**src/rtl/ptw_mem_port.sv**
```systemverilog
// PTW memory port: issues one physical PTE load at a time to the data cache,
// with nack/replay re-issue, response timeout and walk-flush handling.

package ptw_mem_port_pkg;
  localparam int SIZE_VADDR = 39;

  typedef logic [63:0] pte_t;

  typedef struct packed {
    logic                  valid;
    logic [SIZE_VADDR:0]   addr;
    logic [4:0]            cmd;
    logic [3:0]            typ;
    logic                  kill;
    logic                  phys;
    logic [63:0]           data;
  } ptw_dmem_req_t;

  typedef struct packed {
    logic        valid;
    logic        nack;
    logic        replay;
    logic        has_data;
    logic [63:0] data;
    logic        xcpt_ma_ld;
    logic        xcpt_pf_ld;
  } dmem_ptw_resp_t;
endpackage

// state | meaning
// IDLE  | ready for a PTW request
// ISSUE | dmem request valid, waiting for dmem_ready_i
// WAIT  | request accepted by dmem, waiting for its response
// DRAIN | walk flushed while a response is owed; swallow it (or its timeout)
// RESP  | registering the one-cycle response to the PTW
module ptw_mem_port
  import ptw_mem_port_pkg::*;
#(
  parameter int MAX_RETRIES    = 4,
  parameter int TIMEOUT_CYCLES = 64
) (
  input  logic                clk_i,
  input  logic                rstn_i,
  input  logic                req_valid_i,
  input  logic [SIZE_VADDR:0] req_addr_i,
  output logic                req_ready_o,
  input  logic                flush_i,
  output logic                resp_valid_o,
  output pte_t                resp_pte_o,
  output logic                resp_error_o,
  input  logic                dmem_ready_i,
  output ptw_dmem_req_t       dmem_req_o,
  input  dmem_ptw_resp_t      dmem_resp_i
);

  localparam int RW = $clog2(MAX_RETRIES + 2);
  localparam int TW = $clog2(TIMEOUT_CYCLES + 1);

  typedef enum logic [2:0] {
    S_IDLE,
    S_ISSUE,
    S_WAIT,
    S_DRAIN,
    S_RESP
  } state_t;

  state_t              r_state;
  state_t              w_state_nxt;
  logic [SIZE_VADDR:0] r_addr;
  logic [RW-1:0]       r_retry;
  logic [TW-1:0]       r_tmo;
  logic                r_err;
  pte_t                r_pte;
  logic                r_resp_valid;
  logic                r_resp_err;

  logic                w_dmem_valid;
  logic                w_accept;
  logic                w_ld_data;
  logic                w_set_err;
  logic                w_err_val;
  logic                w_retry_inc;
  logic                w_tmo_clr;
  logic                w_tmo_inc;
  logic                w_resp_fire;
  logic [RW-1:0]       w_retry_new;
  logic [TW-1:0]       w_tmo_new;
  logic                w_retry_exh;
  logic                w_tmo_exp;
  logic                w_nack;

  // Saturating next values of both counters; neither may wrap.
  assign w_retry_new = (&r_retry) ? r_retry : r_retry + RW'(1);
  assign w_tmo_new   = (&r_tmo)   ? r_tmo   : r_tmo + TW'(1);
  assign w_retry_exh = (w_retry_new > RW'(MAX_RETRIES));
  assign w_tmo_exp   = (w_tmo_new >= TW'(TIMEOUT_CYCLES));
  assign w_nack      = dmem_resp_i.nack | dmem_resp_i.replay;

  // State register.
  always_ff @(posedge clk_i or negedge rstn_i) begin
    if (!rstn_i) r_state <= S_IDLE;
    else         r_state <= w_state_nxt;
  end

  // Next-state logic and per-state control strobes.
  always_comb begin
    w_state_nxt  = r_state;
    req_ready_o  = 1'b0;
    w_dmem_valid = 1'b0;
    w_accept     = 1'b0;
    w_ld_data    = 1'b0;
    w_set_err    = 1'b0;
    w_err_val    = 1'b0;
    w_retry_inc  = 1'b0;
    w_tmo_clr    = 1'b0;
    w_tmo_inc    = 1'b0;
    w_resp_fire  = 1'b0;
    unique case (r_state)
      S_IDLE: begin
        req_ready_o = 1'b1;
        if (req_valid_i && !flush_i) begin
          w_accept = 1'b1;
          if (|req_addr_i[2:0]) begin
            w_set_err   = 1'b1;
            w_err_val   = 1'b1;
            w_state_nxt = S_RESP;
          end else begin
            w_state_nxt = S_ISSUE;
          end
        end
      end
      S_ISSUE: begin
        // Valid is gated by flush so dmem can never accept an abandoned request.
        if (flush_i) begin
          w_state_nxt = S_IDLE;
        end else begin
          w_dmem_valid = 1'b1;
          if (dmem_ready_i) begin
            w_tmo_clr   = 1'b1;
            w_state_nxt = S_WAIT;
          end
        end
      end
      S_WAIT: begin
        if (dmem_resp_i.valid) begin
          if (flush_i) begin
            // The owed response is here already, nothing left to drain.
            w_state_nxt = S_IDLE;
          end else if (w_nack) begin
            w_retry_inc = 1'b1;
            if (w_retry_exh) begin
              w_set_err   = 1'b1;
              w_err_val   = 1'b1;
              w_state_nxt = S_RESP;
            end else begin
              w_state_nxt = S_ISSUE;
            end
          end else if (dmem_resp_i.has_data) begin
            w_ld_data   = 1'b1;
            w_set_err   = 1'b1;
            w_err_val   = dmem_resp_i.xcpt_pf_ld | dmem_resp_i.xcpt_ma_ld;
            w_state_nxt = S_RESP;
          end
        end else if (flush_i) begin
          w_state_nxt = S_DRAIN;
        end else begin
          w_tmo_inc = 1'b1;
          if (w_tmo_exp) begin
            w_set_err   = 1'b1;
            w_err_val   = 1'b1;
            w_state_nxt = S_RESP;
          end
        end
      end
      S_DRAIN: begin
        if (dmem_resp_i.valid) begin
          w_state_nxt = S_IDLE;
        end else begin
          w_tmo_inc = 1'b1;
          if (w_tmo_exp) w_state_nxt = S_IDLE;
        end
      end
      S_RESP: begin
        w_resp_fire = !flush_i;
        w_state_nxt = S_IDLE;
      end
      default: w_state_nxt = S_IDLE;
    endcase
  end

  // Request capture, counters, PTE data and the registered response outputs.
  always_ff @(posedge clk_i or negedge rstn_i) begin
    if (!rstn_i) begin
      r_addr       <= '0;
      r_retry      <= '0;
      r_tmo        <= '0;
      r_err        <= 1'b0;
      r_pte        <= '0;
      r_resp_valid <= 1'b0;
      r_resp_err   <= 1'b0;
    end else begin
      r_resp_valid <= w_resp_fire;
      r_resp_err   <= w_resp_fire & r_err;
      if (w_accept) begin
        r_addr  <= req_addr_i;
        r_retry <= '0;
        r_pte   <= '0;
      end
      if (w_set_err)        r_err <= w_err_val;
      else if (w_accept)    r_err <= 1'b0;
      if (w_retry_inc)      r_retry <= w_retry_new;
      // The timeout window restarts at every dmem handshake.
      if (w_accept || w_tmo_clr) r_tmo <= '0;
      else if (w_tmo_inc)        r_tmo <= w_tmo_new;
      if (w_ld_data)        r_pte <= dmem_resp_i.data;
    end
  end

  // Fixed-format physical doubleword load.
  always_comb begin
    dmem_req_o       = '0;
    dmem_req_o.valid = w_dmem_valid;
    dmem_req_o.addr  = r_addr;
    dmem_req_o.cmd   = 5'b00000;
    dmem_req_o.typ   = 4'b0011;
    dmem_req_o.kill  = 1'b0;
    dmem_req_o.phys  = 1'b1;
    dmem_req_o.data  = '0;
  end

  assign resp_valid_o = r_resp_valid;
  assign resp_error_o = r_resp_err;
  assign resp_pte_o   = r_pte;

endmodule

```
**config.mk**
```make
export PLATFORM = sky130hd
export DESIGN_NAME = ptw_mem_port
export DESIGN_NICKNAME = d
export VERILOG_FILES = /design/src/rtl/ptw_mem_port.sv
export SDC_FILE = /design/constraint.sdc
export NUM_CORES = 1
export LEC_CHECK = 0
export CORE_ASPECT_RATIO = 1.1
export CORE_UTILIZATION = 43
export CTS_CLUSTER_DIAMETER = 40
export CTS_CLUSTER_SIZE = 24
export DETAILED_ROUTE_END_ITERATION = 10
export MAX_ROUTING_LAYER = met4
export PLACE_DENSITY = 0.83
export SLEW_MARGIN = 20
export SYNTH_ARGS = -nofsm -noshare
export SYNTH_HDL_FRONTEND = slang
export SYNTH_SLANG_ARGS = --single-unit
```
**constraint.sdc**
```tcl
create_clock -name clk_i -period 5 [get_ports clk_i]
set_clock_uncertainty 0.2 [all_clocks]
set_input_delay 0.75 -clock clk_i [delete_from_list [all_inputs] [get_ports clk_i]]
set_output_delay 0.75 -clock clk_i [all_outputs]
set_load 0.01 [all_outputs]
```
After elaboration in Yosys (flattened, before gate mapping)
Cells that the tools add are included.
{ "word_totals": {"output_inout_bits": 183, "reg_bits": 120} }
{ "classes": {"reduce_logical": 12, "n_eq_ne": 9, "n_addsub": 2, "n_lt_le_gt_ge": 2, "bitwise": 3, "mux": 59} }
{ "ops": {"columns": ["cell", "count"], "rows": [
  ["$mux 64", 2],
  ["$mux 3", 16],
  ["$mux 1", 34],
  ["$mux 7", 3],
  ["$pmux 3 s4", 1],
  ["$reduce_bool 2->1", 4],
  ["$add 7x1->7 const B", 1],
  ["$ge 7x7->1 const B", 1],
  ["$reduce_and 7->1", 1],
  ["$eq 3x2->1 const B", 2],
  ["$ne 3x3->1 const B", 2],
  ["$pmux 1 s2", 3],
  ["$ne 5x5->1 const B", 1],
  ["$reduce_and 5->1", 1],
  ["$ne 4x4->1 const B", 1],
  ["$add 3x1->3 const B", 1],
  ["$eq 3x1->1 const B", 1],
  ["$eq 3x3->1 const B", 1],
  ["$gt 3x3->1 const B", 1],
  ["$logic_not 3->1", 1],
  ["$reduce_and 3->1", 1],
  ["$reduce_or 3->1", 1],
  ["$ne 2x2->1 const B", 1],
  ["$or 1x1->1", 2],
  ["4 further kinds", 4]
]} }

Longest topological paths before layout
{ "depth": {"word_depth": 9, "depth_mapped": 9} }

Least setup slack after synthesis
No wires, ideal clock.
{ "synth_path": {"path_kind": "input to register", "startpoint": "in flush_i", "endpoint": "reg r_state[0]", "t_arrival_ns": 1.985, "slack_ns": 2.690, "n_path_buf": 0, "path_stages": 5, "setup_ns": 0.125, "required_time_ns": 4.675, "path_cell_list": "nor4b_4 > nand2_2 > or4_1 > o311a_2 > mux2_4"} }
{ "synth_between": {"elab_chain_cells": 4, "word_cells_on_any_way": 12, "classes_between": "4 x eq/ne; 5 x mux; 3 x reduce/logical"} }
{ "synth_lines": {"columns": ["element", "line", "text"], "rows": [
  ["start: declaration", "47", "input logic flush_i,"],
  ["$logic_not 1->1", "121", "if (req_valid_i && !flush_i) begin"],
  ["$logic_and 1x1->1", "121", null],
  ["$ne 2x2->1 (no source line)", null, null],
  ["$reduce_and 5->1 (no source line)", null, null],
  ["end signal: assignment", "102", "else r_state <= w_state_nxt;"],
  ["end: declaration", "67", "state_t r_state;"]
]} }
Parallel ways exist; a longest one is shown, timed or not.
A chain may end at the register's enable or synchronous reset.

==> impl_summary.md <==
Outcome
The run finished with clean final reports.

Floorplan
The width of the die is between 100 and 150 um. The die boundary height is between 100 and 150 um. The I/O pin count is 298. The number of rows in the core area is 43. The total die area is about 13,000 um^2.

After floorplanning, the core was sized to cover between 10,000 and 15,000 um^2. The initial core utilization is 0.440.

Timing
The tightest slew margin relative to the limit is 0.431. The accumulated negative setup slack is 0 ns. The maximum operating frequency is between 0.2 and 0.3 GHz. Setup repair after global routing left no endpoint under its margin. The worst-margin pin slew is approximately 0.85 ns.

The final count of pins violating max slew is 0. The clock period minus worst slack is roughly 3.4 ns. The portion of the clock cycle consumed by the worst path in the final layout is 0.672. Hold timing on the final database bottoms out at a slack of ~0.26 ns. The total setup violations reported at the end of the flow is 0. The final count of hold timing violations was 0.

Placement
The total of buffers placed on input and output ports is about 220. The final weighted congestion in routability-driven placement is roughly 0.74. The detailed placer's ending HPWL is approximately 9.5 mm.

Clock tree
TritonCTS created 17 clock buffers. TritonCTS built the clock tree. Clock-pin slew was measured on the worst setup and hold paths at 0.05 ns.

Counting every sink on the clock net gives between 100 and 150. The number of buffers added for setup after CTS is 0. The clock tree root buffer cell is clkbuf_16. The clock tree buffer depth is 2. Once the clock tree was built, the resizer swapped 0 gates to a different size.

Buffers inserted to repair hold after CTS numbered 0. The CTS H-tree depth is 4. At the later pin of the worst-skew pair, clock insertion delay measures between 0.3 and 0.4 ns.

Worst setup path
The worst setup path is captured at a primary output. The maximum fanout count along the critical path is 7. The number of cell instances on the worst register-to-register path is 5. The source of the critical timing path is flush_i. The worst flop-to-flop path startpoint is r_state[0]$_DFFE_PN0P_. The register-to-register setup slack is roughly 2.5 ns. STA puts the critical path data arrival time at approximately 2.4 ns. The worst endpoint required time is 4.05 ns. Following the worst setup path forward leads to its endpoint at dmem_req_o[115].

The worst setup path is of the in -> out kind. The worst register-to-register path ends at resp_pte_o[5]$_DFFE_PN0P_. The critical path startpoint category is an input port.

Synthesis
Synthesis produced 632 cells. The commonest cells after synthesis are nand2_1, dfrtp_1, buf_4, o21ai_0, clkbuf_1. The share of flip-flops with an asynchronous set or reset after synthesis is 1.00. After synthesis the netlist holds a flip-flop and latch count of 120. Among all flip-flop cells after synthesis, the most frequent one is dfrtp_1.

After synthesis, the cell types taking the most area are dfrtp_1, nand2_1, buf_4, o21ai_0, buf_2. Of the post-synthesis cell area, the dominant cell type holds 0.542. The Yosys step of the flow raised 0 warnings.

The sequential-to-total area share from yosys stat is 0.542. The synthesized netlist contains 40 unique library cells. The most common cell in the synthesized netlist is nand2_1.

The library cell occupying the most area in the post-synthesis netlist is dfrtp_1. The average size of a mapped cell is roughly 8.8 um^2. The cell area that synthesis handed to floorplanning was between 5000 and 6000 um^2. Yosys mapped a number of flops with a built-in enable equal to 0.

Worst hold path
The path category of the worst min-delay check is in -> async.

Run
Max-cap violations in this run came to 0.

Final layout
The antenna diode count is 0. In the final layout, flip-flops and latches occupy 3000 um^2. The fill cell instance count of the final layout is ~1,100. In the final layout, the multi-input gates occupy between 2000 and 2500 um^2.

The area growth from synthesis to final layout is 47.2%. The utilization after layout is 0.648. The net count of the finished layout is between 900 and 1,000.

Of the cells placed in the final design, the portion with a size suffix greater than 1 is 0.0538.

Power
The leakage power is ~3.7 nW. The ratio of total power to cell area is approximately 430 nW/um^2. The worst ir drop on vdd is approximately 0.34 mV.

Routing
For this run, design rule violations remaining after detail routing come to 0. After detailed routing, the wire length on met1 is approximately 5.8 mm. In this run the remaining antenna-violating nets after routing total 0. The total vias in the final route is roughly 4,800. The number of detailed-route iterations in the first pass is 4. For this block, the routed nets add up to between 10 and 15 mm of wire.

Dividing the detail-routed wire length by the instance count gives ~13 um. The routed length on met2 is around 6.5 mm. The violation count after the first detailed-routing iteration is between 200 and 250. Detailed routing placed a total of just over 900 um of wire on met3. The via-per-instance ratio is about 4.7. The highest layer used for signal routing is met4.

GRT
The first-pass GRT wire length is ~21 mm. The total overflow left after global routing is 0. Across every metal layer, demand over resource in global routing totals 0.214.

The largest net degree at the start of global routing is just under 80. The number of global-route vias before repair is between 4,000 and 5,000. The number of antenna violations at the first check in global routing is 0.
critical path, cell delays in order:
cell	delay, ns
clkdlybuf4s50_1	0.55
nor2_1	0.36
nand2_1	0.10
nor2_1	0.10
clkdlybuf4s50_1	0.54
per-layer routing:
| metal | track usage | up-vias |
|---|---|---|
| li1 | - | 2294 |
| met1 | 0.267 | 2234 |
| met2 | 0.330 | 197 |
| met3 | 0.0537 | 35 |
| met4 | 0.0921 | 0 |
| met5 | - | - |
cell usage in the layout (no fill, tap or decap), drive strengths merged, types with 2 or more instances in the layout:
master           n
nor4b            2
clkinv           6
nand2b           2
nand3            6
o21ai           69
clkbuf          19
clkinvlp         5
nor3             5
nor2            16
nor4             3
inv              2
mux2i            4
nand2          255
xnor2            2
and2             2
a21oi            7
nand4            2
conb            75
buf              7
bufinv           2
ha               2
dfrtp          120
clkdlybuf4s50  221
and3             4
a311oi           2
sequential cells by signal (all words and copies together) (netlist names):
register      cells
resp_valid_o      1
r_addr           40
r_state           3
r_tmo             7
resp_pte_o       64
r_retry           3
r_err             1
resp_error_o      1
worst min path at each step:
stage / cells after the start / from / endpoint
floorplan: 0 / rstn_i / r_addr[0]$_DFFE_PN0P_
global placement: 2 / r_addr[36]$_DFFE_PN0P_ / r_addr[36]$_DFFE_PN0P_
detailed placement: 2 / r_addr[13]$_DFFE_PN0P_ / r_addr[13]$_DFFE_PN0P_
CTS: 2 / r_addr[13]$_DFFE_PN0P_ / r_addr[13]$_DFFE_PN0P_
global route: 2 / r_addr[38]$_DFFE_PN0P_ / r_addr[38]$_DFFE_PN0P_
finish: 1 / rstn_i / r_tmo[4]$_DFFE_PN0P_
through the flow:
stage | power, mW | setup slack, ns | instance area (um^2) | instances
2_1_floorplan | 1.81 | 2.69 | 5820 | 705
3_3_place_gp | 2.31 | 1.69 | 7590 | 980
3_5_place_dp | 2.34 | 1.66 | 7590 | 980
4_1_cts | 3.52 | 1.65 | 8150 | 1012
5_1_grt | 3.69 | 1.48 | 8160 | 1012
6_report | 3.48 | 1.64 | 8160 | 1012
cells by family (layout without fill, tap and decap cells):
family,after synthesis,after routing,share of synthesized area
AOI/OAI and AO/OA,87,87,0.0856
xor gates and xnor gates,3,3,0.00474
adders and majority gates,2,2,0.00451
buffers and inverters,112,262,0.131
DFF,120,120,0.542
muxes,5,5,0.00993
other,2,75,0.00136
and+or+nand+nor,301,301,0.221
where the power goes:
part           internal, mW  switching (mW)
clock                 0.728           0.432
combinational         0.525           0.490
sequential             1.17           0.137
final cells by class:
| type | instances | share of cell area |
|---|---|---|
| Clock buffer | 19 | 0.0531 |
| Clock inverter | 13 | 0.0161 |
| Inverter | 2 | 0.000920 |
| Multi-Input combinational cell | 473 | 0.259 |
| Sequential cell | 120 | 0.368 |
| Tap cell | 157 | 0.0241 |
| Timing Repair Buffer | 228 | 0.279 |
(Power assumes the default switching activity.)
